--- config.mk ---
export PLATFORM = sky130hd
export DESIGN_NAME = gb_cpu_bus_bridge
export DESIGN_NICKNAME = d
export VERILOG_FILES = /design/src/rtl/gb_bus_pkg.sv /design/src/rtl/gb_hram.sv /design/src/rtl/gb_cpu_bus_bridge.sv
export SDC_FILE = /design/constraint.sdc
export NUM_CORES = 1
export LEC_CHECK = 0
export CAP_MARGIN = 20
export CORE_MARGIN = 2
export CORE_UTILIZATION = 40
export DETAILED_ROUTE_END_ITERATION = 8
export GPL_ROUTABILITY_DRIVEN = 0
export PLACE_DENSITY_LB_ADDON = 0.3
export SLEW_MARGIN = 20
export SYNTH_ARGS = -nofsm -noshare
export SYNTH_HDL_FRONTEND = slang
export SYNTH_SLANG_ARGS = --single-unit
--- constraint.sdc ---
create_clock -name clk -period 2.64 [get_ports clk]
set_clock_uncertainty 0.05 [all_clocks]
set_input_delay 0.396 -clock clk [delete_from_list [all_inputs] [get_ports clk]]
set_output_delay 0.396 -clock clk [all_outputs]
set_load 0.01 [all_outputs]
--- src/rtl/gb_bus_pkg.sv ---
// Shared types and constants for the GB CPU bus bridge.
// Latency: n/a (declarations only).
// Backpressure: n/a.
package gb_bus_pkg;

  typedef enum logic [1:0] {
    IDLE = 2'd0,
    REQ  = 2'd1,
    DONE = 2'd2
  } state_t;

  localparam logic [15:0] HRAM_BASE        = 16'hFF80;
  localparam logic [15:0] HRAM_LAST        = 16'hFFFE;
  localparam logic [7:0]  OPEN_BUS_DEFAULT = 8'hFF;

  // True when the address falls inside the high-RAM window.
  function automatic logic in_hram(input logic [15:0] addr);
    return (addr >= HRAM_BASE) && (addr <= HRAM_LAST);
  endfunction

endpackage

--- src/rtl/gb_hram.sv ---
// 127x8 high RAM with synchronous read; contents are deliberately not reset.
// Latency: write lands on the clock edge, read data appears 1 cycle after re.
// Backpressure: none; always accepts.
module gb_hram (
  input  logic       clk,
  input  logic       we,
  input  logic       re,
  input  logic [6:0] idx,
  input  logic [7:0] wdata,
  output logic [7:0] rdata
);

  logic [7:0] mem [0:126];

  // Single port: write and registered read share the index.
  always_ff @(posedge clk) begin
    if (we) mem[idx] <= wdata;
    if (re) rdata <= mem[idx];
  end

endmodule

--- src/rtl/gb_cpu_bus_bridge.sv ---
// CPU strobe to mem req/ack bridge with timeout; optional HRAM via GB_BUS_HRAM_EN.
// Latency: req 1 cycle after strobe; wait_n rises 1 cycle after ack (or after timeout).
// Backpressure: CPU stalled via cpu_wait_n until memory answers or TIMEOUT expires.
module gb_cpu_bus_bridge
  import gb_bus_pkg::*;
#(
  parameter int unsigned TIMEOUT  = 255,
  parameter logic [7:0]  OPEN_BUS = OPEN_BUS_DEFAULT
) (
  input  logic        clk,
  input  logic        reset_n,
  input  logic        cpu_mreq_n,
  input  logic        cpu_rd_n,
  input  logic        cpu_wr_n,
  input  logic [15:0] cpu_addr,
  input  logic [7:0]  cpu_dout,
  output logic [7:0]  cpu_di,
  output logic        cpu_wait_n,
  output logic        mem_req,
  output logic        mem_we,
  output logic [15:0] mem_addr,
  output logic [7:0]  mem_wdata,
  input  logic [7:0]  mem_rdata,
  input  logic        mem_ack,
  output logic        timeout
);

  localparam logic [7:0] TIMEOUT_CNT = 8'(TIMEOUT);

  state_t     state;
  logic [7:0] cnt;
  logic       wait_q;
  logic [7:0] di_q;
  logic       start;
  logic       wr_req;
  logic       hram_hit;

  // Both strobes low counts as a write.
  assign start  = ~cpu_mreq_n & (~cpu_rd_n | ~cpu_wr_n);
  assign wr_req = ~cpu_wr_n;

`ifdef GB_BUS_HRAM_EN
  logic       hram_we;
  logic       hram_re;
  logic       hram_sel_q;
  logic [7:0] hram_rdata;
  logic [15:0] hram_off;

  assign hram_hit = in_hram(cpu_addr);
  assign hram_off = cpu_addr - HRAM_BASE;
  assign hram_we  = reset_n & (state == IDLE) & start & hram_hit & wr_req;
  assign hram_re  = reset_n & (state == IDLE) & start & hram_hit & ~wr_req;

  gb_hram u_hram (
    .clk   (clk),
    .we    (hram_we),
    .re    (hram_re),
    .idx   (hram_off[6:0]),
    .wdata (cpu_dout),
    .rdata (hram_rdata)
  );

  // Marks the single DONE cycle where cpu_di must come straight from the RAM.
  always_ff @(posedge clk) begin
    if (!reset_n) hram_sel_q <= 1'b0;
    else          hram_sel_q <= hram_re;
  end

  assign cpu_di = hram_sel_q ? hram_rdata : di_q;
`else
  assign hram_hit = 1'b0;
  assign cpu_di   = di_q;
`endif

  // Stall in the strobe cycle itself; HRAM writes complete immediately so never stall.
  assign cpu_wait_n = wait_q & ~(reset_n & (state == IDLE) & start & ~(hram_hit & wr_req));

  // Transaction FSM: capture in IDLE, wait for ack or timeout in REQ, hold in DONE.
  always_ff @(posedge clk) begin
    if (!reset_n) begin
      state     <= IDLE;
      cnt       <= 8'd0;
      wait_q    <= 1'b1;
      di_q      <= OPEN_BUS_DEFAULT;
      mem_req   <= 1'b0;
      mem_we    <= 1'b0;
      mem_addr  <= 16'd0;
      mem_wdata <= 8'd0;
      timeout   <= 1'b0;
    end else begin
      timeout <= 1'b0;
      case (state)
        IDLE: begin
          if (start) begin
            if (hram_hit) begin
              state <= DONE;
            end else begin
              mem_req   <= 1'b1;
              mem_we    <= wr_req;
              mem_addr  <= cpu_addr;
              mem_wdata <= cpu_dout;
              wait_q    <= 1'b0;
              cnt       <= 8'd0;
              state     <= REQ;
            end
          end
        end
        REQ: begin
          cnt <= cnt + 8'd1;
          // An ack on the last allowed cycle still beats the timeout.
          if (mem_ack) begin
            mem_req <= 1'b0;
            if (!mem_we) di_q <= mem_rdata;
            wait_q  <= 1'b1;
            state   <= DONE;
          end else if (cnt == TIMEOUT_CNT) begin
            mem_req <= 1'b0;
            if (!mem_we) di_q <= OPEN_BUS;
            timeout <= 1'b1;
            wait_q  <= 1'b1;
            state   <= DONE;
          end
        end
        DONE: begin
`ifdef GB_BUS_HRAM_EN
          // Fold the RAM output into the held data so cpu_di stays stable afterwards.
          if (hram_sel_q) di_q <= hram_rdata;
`endif
          if (cpu_mreq_n) state <= IDLE;
        end
        default: state <= IDLE;
      endcase
    end
  end

endmodule
==> results of run 1 <==
[logic make-up (layout without fill, tap and decap cells)]
logic type | count (synthesis) | in the layout | synth area share
AND/OR/NAND/NOR | 87 | 87 | 0.209
flip-flops | 46 | 46 | 0.499
AO/OA/AOI/OAI | 64 | 64 | 0.236
buffers and inverters | 16 | 89 | 0.0494
adder cells (fa/ha/maj) | 1 | 1 | 0.00677
[cell usage in the layout, fill, tap and decap left out, types with 3 or more instances in the layout]
master,n
nor2_1,11
nand2_1,52
a311oi_1,3
nand3_1,11
clkbuf_8,5
o311ai_1,6
buf_4,6
clkdlybuf4s50_1,73
a21oi_1,28
o21ai_0,10
a31oi_1,4
dfxtp_1,46
nand2b_1,4
[metal layers]
| layer | track usage | vias to the layer above |
|---|---|---|
| met3 | 0.0556 | 6 |
| met2 | 0.286 | 62 |
| met1 | 0.220 | 822 |
| li1 | - | 903 |
| met4 | 0.0629 | 0 |
| met5 | 0 | - |
[where the power goes]
group / switching, uW / internal [uW] / total [uW]
Combinational: 120 / 143 / 263
Clock: 240 / 187 / 427
Sequential: 21.6 / 729 / 751
[worst paths after layout]
kind | end | slack, ns | start | depth (start not counted)
max reg2reg | cpu_di[1]$_SDFFE_PN1P_ | 0.90 | cnt[0]$_SDFFE_PN0P_ | 4
min reg2reg | mem_addr[3]$_SDFFE_PN0P_ | 0.40 | mem_addr[3]$_SDFFE_PN0P_ | 2
max | cpu_wait_n | 0.20 | cpu_rd_n | 5
min | mem_addr[3]$_SDFFE_PN0P_ | 0.40 | mem_addr[3]$_SDFFE_PN0P_ | 2
[area by class of cell]
class,count,area share
Tap cell,52,0.0242
Clock inverter,2,0.00512
Timing Repair Buffer,79,0.288
Sequential cell,46,0.342
Inverter,2,0.00279
Multi-Input combinational cell,152,0.310
Clock buffer,6,0.0270
[Yosys cell counts (all sizes together), types with 2 or more instances]
cell type | n | area [um^2]
clkbuf | 4 | 15.0
nand2b | 4 | 25.0
buf | 10 | 68.8
inv | 2 | 7.50
dfxtp | 46 | 921
o21ai | 10 | 50.1
a21oi | 28 | 140
nand2 | 52 | 195
nand3 | 11 | 55.1
or3 | 2 | 12.5
o311ai | 8 | 70.1
a31oi | 4 | 25.0
a311oi | 3 | 26.3
nor2 | 11 | 41.3
[worst min-delay path: stages (launching register included)]
cell and delay [ns]:
dfxtp_1 0.31, nand2_1 0.05, a21oi_1 0.05
[stage by stage]
| stage | setup WS (ns) | hold WS [ns] | power [uW] |
|---|---|---|---|
| 6_report | 0.199 | 0.404 | 1440 |
| 5_1_grt | 0.118 | 0.425 | 1510 |
| 4_1_cts | 0.188 | 0.408 | 1460 |
| 3_5_place_dp | 0.188 | 0.396 | 1030 |
| 3_3_place_gp | 0.197 | 0.391 | 1030 |
| 2_1_floorplan | 1.07 | 0.381 | 887 |
[state kept, by name, indices dropped and copies added, names as in the netlist]
| name | cells |
|---|---|
| cpu_di | 8 |
| mem_addr | 16 |
| wait_q | 1 |
| cnt | 8 |
| state | 2 |
| timeout | 1 |
| mem_wdata | 8 |
| mem_req | 1 |
| mem_we | 1 |
==> results.yml, run 1 <==
yosys:
  synth-seq-cells: 46
  synth_cell_type_count: 36
  synth_edf_count: 0
  syn-num-nets: 253
  synthArstFlopShare: 0
  synth_flop_cell: "dfxtp_1"
  yosys_warnings: 0
  netlist_instances: 214
  syn_avg_cell_area_um2: 8.63
  syn_area_um2: 1850
  seq_area_frac_synth: 0.499
clocking:
  cts_tree: "built"
  clkLatencyLatePin_ns: 0.30
  htree_num_levels: 2
  cts-root-buf: "clkbuf_8"
  cts_buffers: 5
  clockBufferDepth: 2
  cts_resized: 0
  hold_buffers: 0
  path_clk_slew_ns: 0.08
  cts_setup_buffers: 0
  cts.sinks: 46
cells_and_area:
  layout-drive-gt1-share: 0.0732
  final_cells: 339
  design_area_um2: 2690
  fill_cells: 401
  area_growth_syn_to_layout_pct: 45.7
  layout.nets: 325
  final_core_util: 0.609
  diodes: 0
  multi_input_area_um2: 835
  regArea_um2: 921
sta:
  max_freq_mhz: 410
  max-slew-margin-rel: 0.625
  hold_viol_final: 0
  setup_viol: 0
  tightest_slew_ns: 0.562
  finalCritPeriodShare: 0.925
  rsz0062_at_grt: "false"
  setup_tns_ns: 0
  fin_crit_ns: 2.44
  slew_violations: 0
critical_path:
  worstPathRequired_ns: 2.19
  worst_setup_path_start_kind: "input port"
  cp_top_family: "buffers and inverters"
  arrival_ns: 2.00
  cp_num_buf_inv: 2
  critPathCaptureType: "output pin"
  crit_top_cell: "clkdlybuf4s50_1"
  path_max_fanout: 3
  crit_chain: "clkdlybuf4s50_1 -> a2111o_1 -> nor2_1 -> nor2b_1 -> clkdlybuf4s50_1"
  critical_path_class: "input port to output pin"
  critPathSlowestCell: "clkdlybuf4s50_1"
  cp_slowest_stage_delay_ns: 0.47
floorplan:
  die_w_um: 71.9
  num_rows: 24
  dieArea_um2: 5180
  pin_count: 74
  die_y_um: 71.9
  fp.coreArea_um2: 4410
  start_util: 0.418
place:
  io_buffers: 73
  dp_hpwl_um: 2970
  dpl.cell_count: 331
  placed_area_um2: 2600
detailed_routing:
  dr_total_vias: 1793
  drc: 0
  wl_met3_um: 348
  topRoutingLayerUsed: "met4"
  drtIter0Drc: 76
  routedWlPerCell_um: 13.1
  wirelength_um: 4430
  wl_met1_um: 1970
  firstDrtPassIters: 4
  dr_wl_met2_um: 2050
  vias_per_cell: 5.29
  ant_nets: 0
global_route:
  grt_pass1_vias: 1573
  grt_start_max_net_pins: 37
  grt.total_usage: 0.176
  grt-ovfl-total: 0
  antenna_found_initial: 0
  grt_pass1_wl_um: 7230
power:
  power_density_nw_per_um2: 535
  ir_drop_mv: 0.298
  leakage_uw: 0.000944
hold_path:
  hold_class: "flop to flop"
run_status:
  status: "finished, final reports clean"
job:
  drv_cap: 0
Power figures use the tool's default switching activity.
==> run 2: changes to the inputs <==
Settings changed: CORE_ASPECT_RATIO from default to 0.6, SLEW_MARGIN 20 to default.
==> results.yml, run 2 (synthesized netlist as in run 1, its figures left out) <==
place:
  dp_hpwl_um: 3040
  dpl.cell_count: 342
  place_ws_ns: 0.166
  io_buffers: 73
floorplan:
  num_rows: 19
  die_y_um: 56.6
  dieArea_um2: 5190
  start_util: 0.409
  die_w_um: 91.7
  fp.coreArea_um2: 4520
  pin_count: 74
hold_path:
  worstHoldStart: "mem_wdata[1]$_SDFFE_PN0P_"
  hold_class: "flop to flop"
  hold_depth: 2
  whs_endpoint: "mem_wdata[1]$_SDFFE_PN0P_"
clocking:
  cts_resized: 0
  path_clk_slew_ns: 0.08
  clockBufferDepth: 2
  cts.sinks: 46
  cts_tree: "built"
  clkLatencyLatePin_ns: 0.29
  htree_num_levels: 2
  cts_setup_buffers: 0
  cts_buffers: 5
  hold_buffers: 0
  cts-root-buf: "clkbuf_8"
sta:
  fin_crit_ns: 2.45
  rsz0062_at_grt: "false"
  tightest_slew_ns: 0.592
  max_freq_mhz: 407
  max-slew-margin-rel: 0.605
  setup_viol: 0
  setup_slack_ns: 0.185
  slew_violations: 0
  setup_tns_ns: 0
  hold_viol_final: 0
  finalCritPeriodShare: 0.930
cells_and_area:
  final_core_util: 0.601
  fill_cells: 411
  layout_common_cells: "73 x clkdlybuf4s50_1, 52 x nand2_1, 46 x dfxtp_1"
  diodes: 0
  layout-drive-gt1-share: 0.0767
  top_register: "mem_addr"
  layout.nets: 325
  largest_register_ffs: 16
  mostFrequentLayoutCell: "clkdlybuf4s50_1"
  area_growth_syn_to_layout_pct: 46.9
  final_cells: 350
critical_path:
  rr_startpoint: "cnt[0]$_SDFFE_PN0P_"
  critPathCaptureType: "output pin"
  path_max_fanout: 3
  arrival_ns: 2.01
  r2r_slack_ns: 0.86
  ff2ff_path_depth: 4
  worstPathRequired_ns: 2.19
  r2r_end: "cpu_di[0]$_SDFFE_PN1P_"
  critical_path_class: "input port to output pin"
  worst_setup_path_start_kind: "input port"
detailed_routing:
  drtIter0Drc: 99
  dr_total_vias: 1739
  routedWlPerCell_um: 12.5
  drc: 0
  wirelength_um: 4370
  ant_nets: 0
  vias_per_cell: 4.97
  firstDrtPassIters: 4
global_route:
  top_usage_layer: "met2"
  grt_pass1_wl_um: 7330
  grt_start_max_net_pins: 37
  grt-ovfl-total: 0
  antenna_found_initial: 0
  grt.total_usage: 0.174
  grt_use_met1: 0.234
  met2_usage: 0.273
  grt_pass1_vias: 1585
  use_met3: 0.0631
power:
  power_uw: 1450
  leakage_uw: 0.000946
  power_density_nw_per_um2: 536
  ir_drop_mv: 0.363
run_status:
  status: "finished, final reports clean"
job:
  drv_cap: 0
## run 2: cell count changes in the layout (fill, tap and decap cells not counted)
| cell | previous run | this run |
|---|---|---|
| clkinv_4 | 1 | 0 |
| clkinvlp_4 | 0 | 1 |
| clkbuf_1 | 1 | 0 |
| clkbuf_8 | 5 | 6 |
## run 2: cell type report
class | count | area (um^2) | area share
Multi-Input combinational cell | 152 | 835 | 0.308
Clock buffer | 6 | 82.6 | 0.0304
Sequential cell | 46 | 921 | 0.339
Clock inverter | 2 | 12.5 | 0.00461
Timing Repair Buffer | 79 | 776 | 0.286
Inverter | 2 | 7.51 | 0.00277
Tap cell | 63 | 78.8 | 0.0291
## run 2: power breakdown
| part | switching (uW) | internal [uW] |
|---|---|---|
| sequential | 21.7 | 729 |
| combinational | 120 | 143 |
| clock | 229 | 211 |
| total | 371 | 1080 |
## run 2: stage by stage
step,instance area [um^2],hold WS (ns)
finish,2710,0.404
global route,2710,0.427
CTS,2710,0.407
floorplan,1850,0.381
detailed placement,2620,0.396
global placement,2620,0.390
## run 2: worst max-delay path: stages
cell and delay, ns:
clkdlybuf4s50_1 0.47, a2111o_1 0.43, nor2_1 0.16, nor2b_1 0.08
clkdlybuf4s50_1 0.47
## run 2: worst max path at each step
stage	from	end	slack, ns	depth (start not counted)
6_report	cpu_rd_n	cpu_wait_n	0.19	5
5_1_grt	cpu_rd_n	cpu_wait_n	0.07	5
4_1_cts	cpu_rd_n	cpu_wait_n	0.17	5
3_5_place_dp	cpu_rd_n	cpu_wait_n	0.17	5
3_3_place_gp	cpu_rd_n	cpu_wait_n	0.17	5
2_1_floorplan	cpu_wr_n	cpu_wait_n	1.07	4
## run 2: routing by layer
metal  up-vias  part of all wire
li1        899                 -
met1       797              0.48
met2        41              0.45
met3         2             0.068
met4         0            0.0021
met5         -                 0
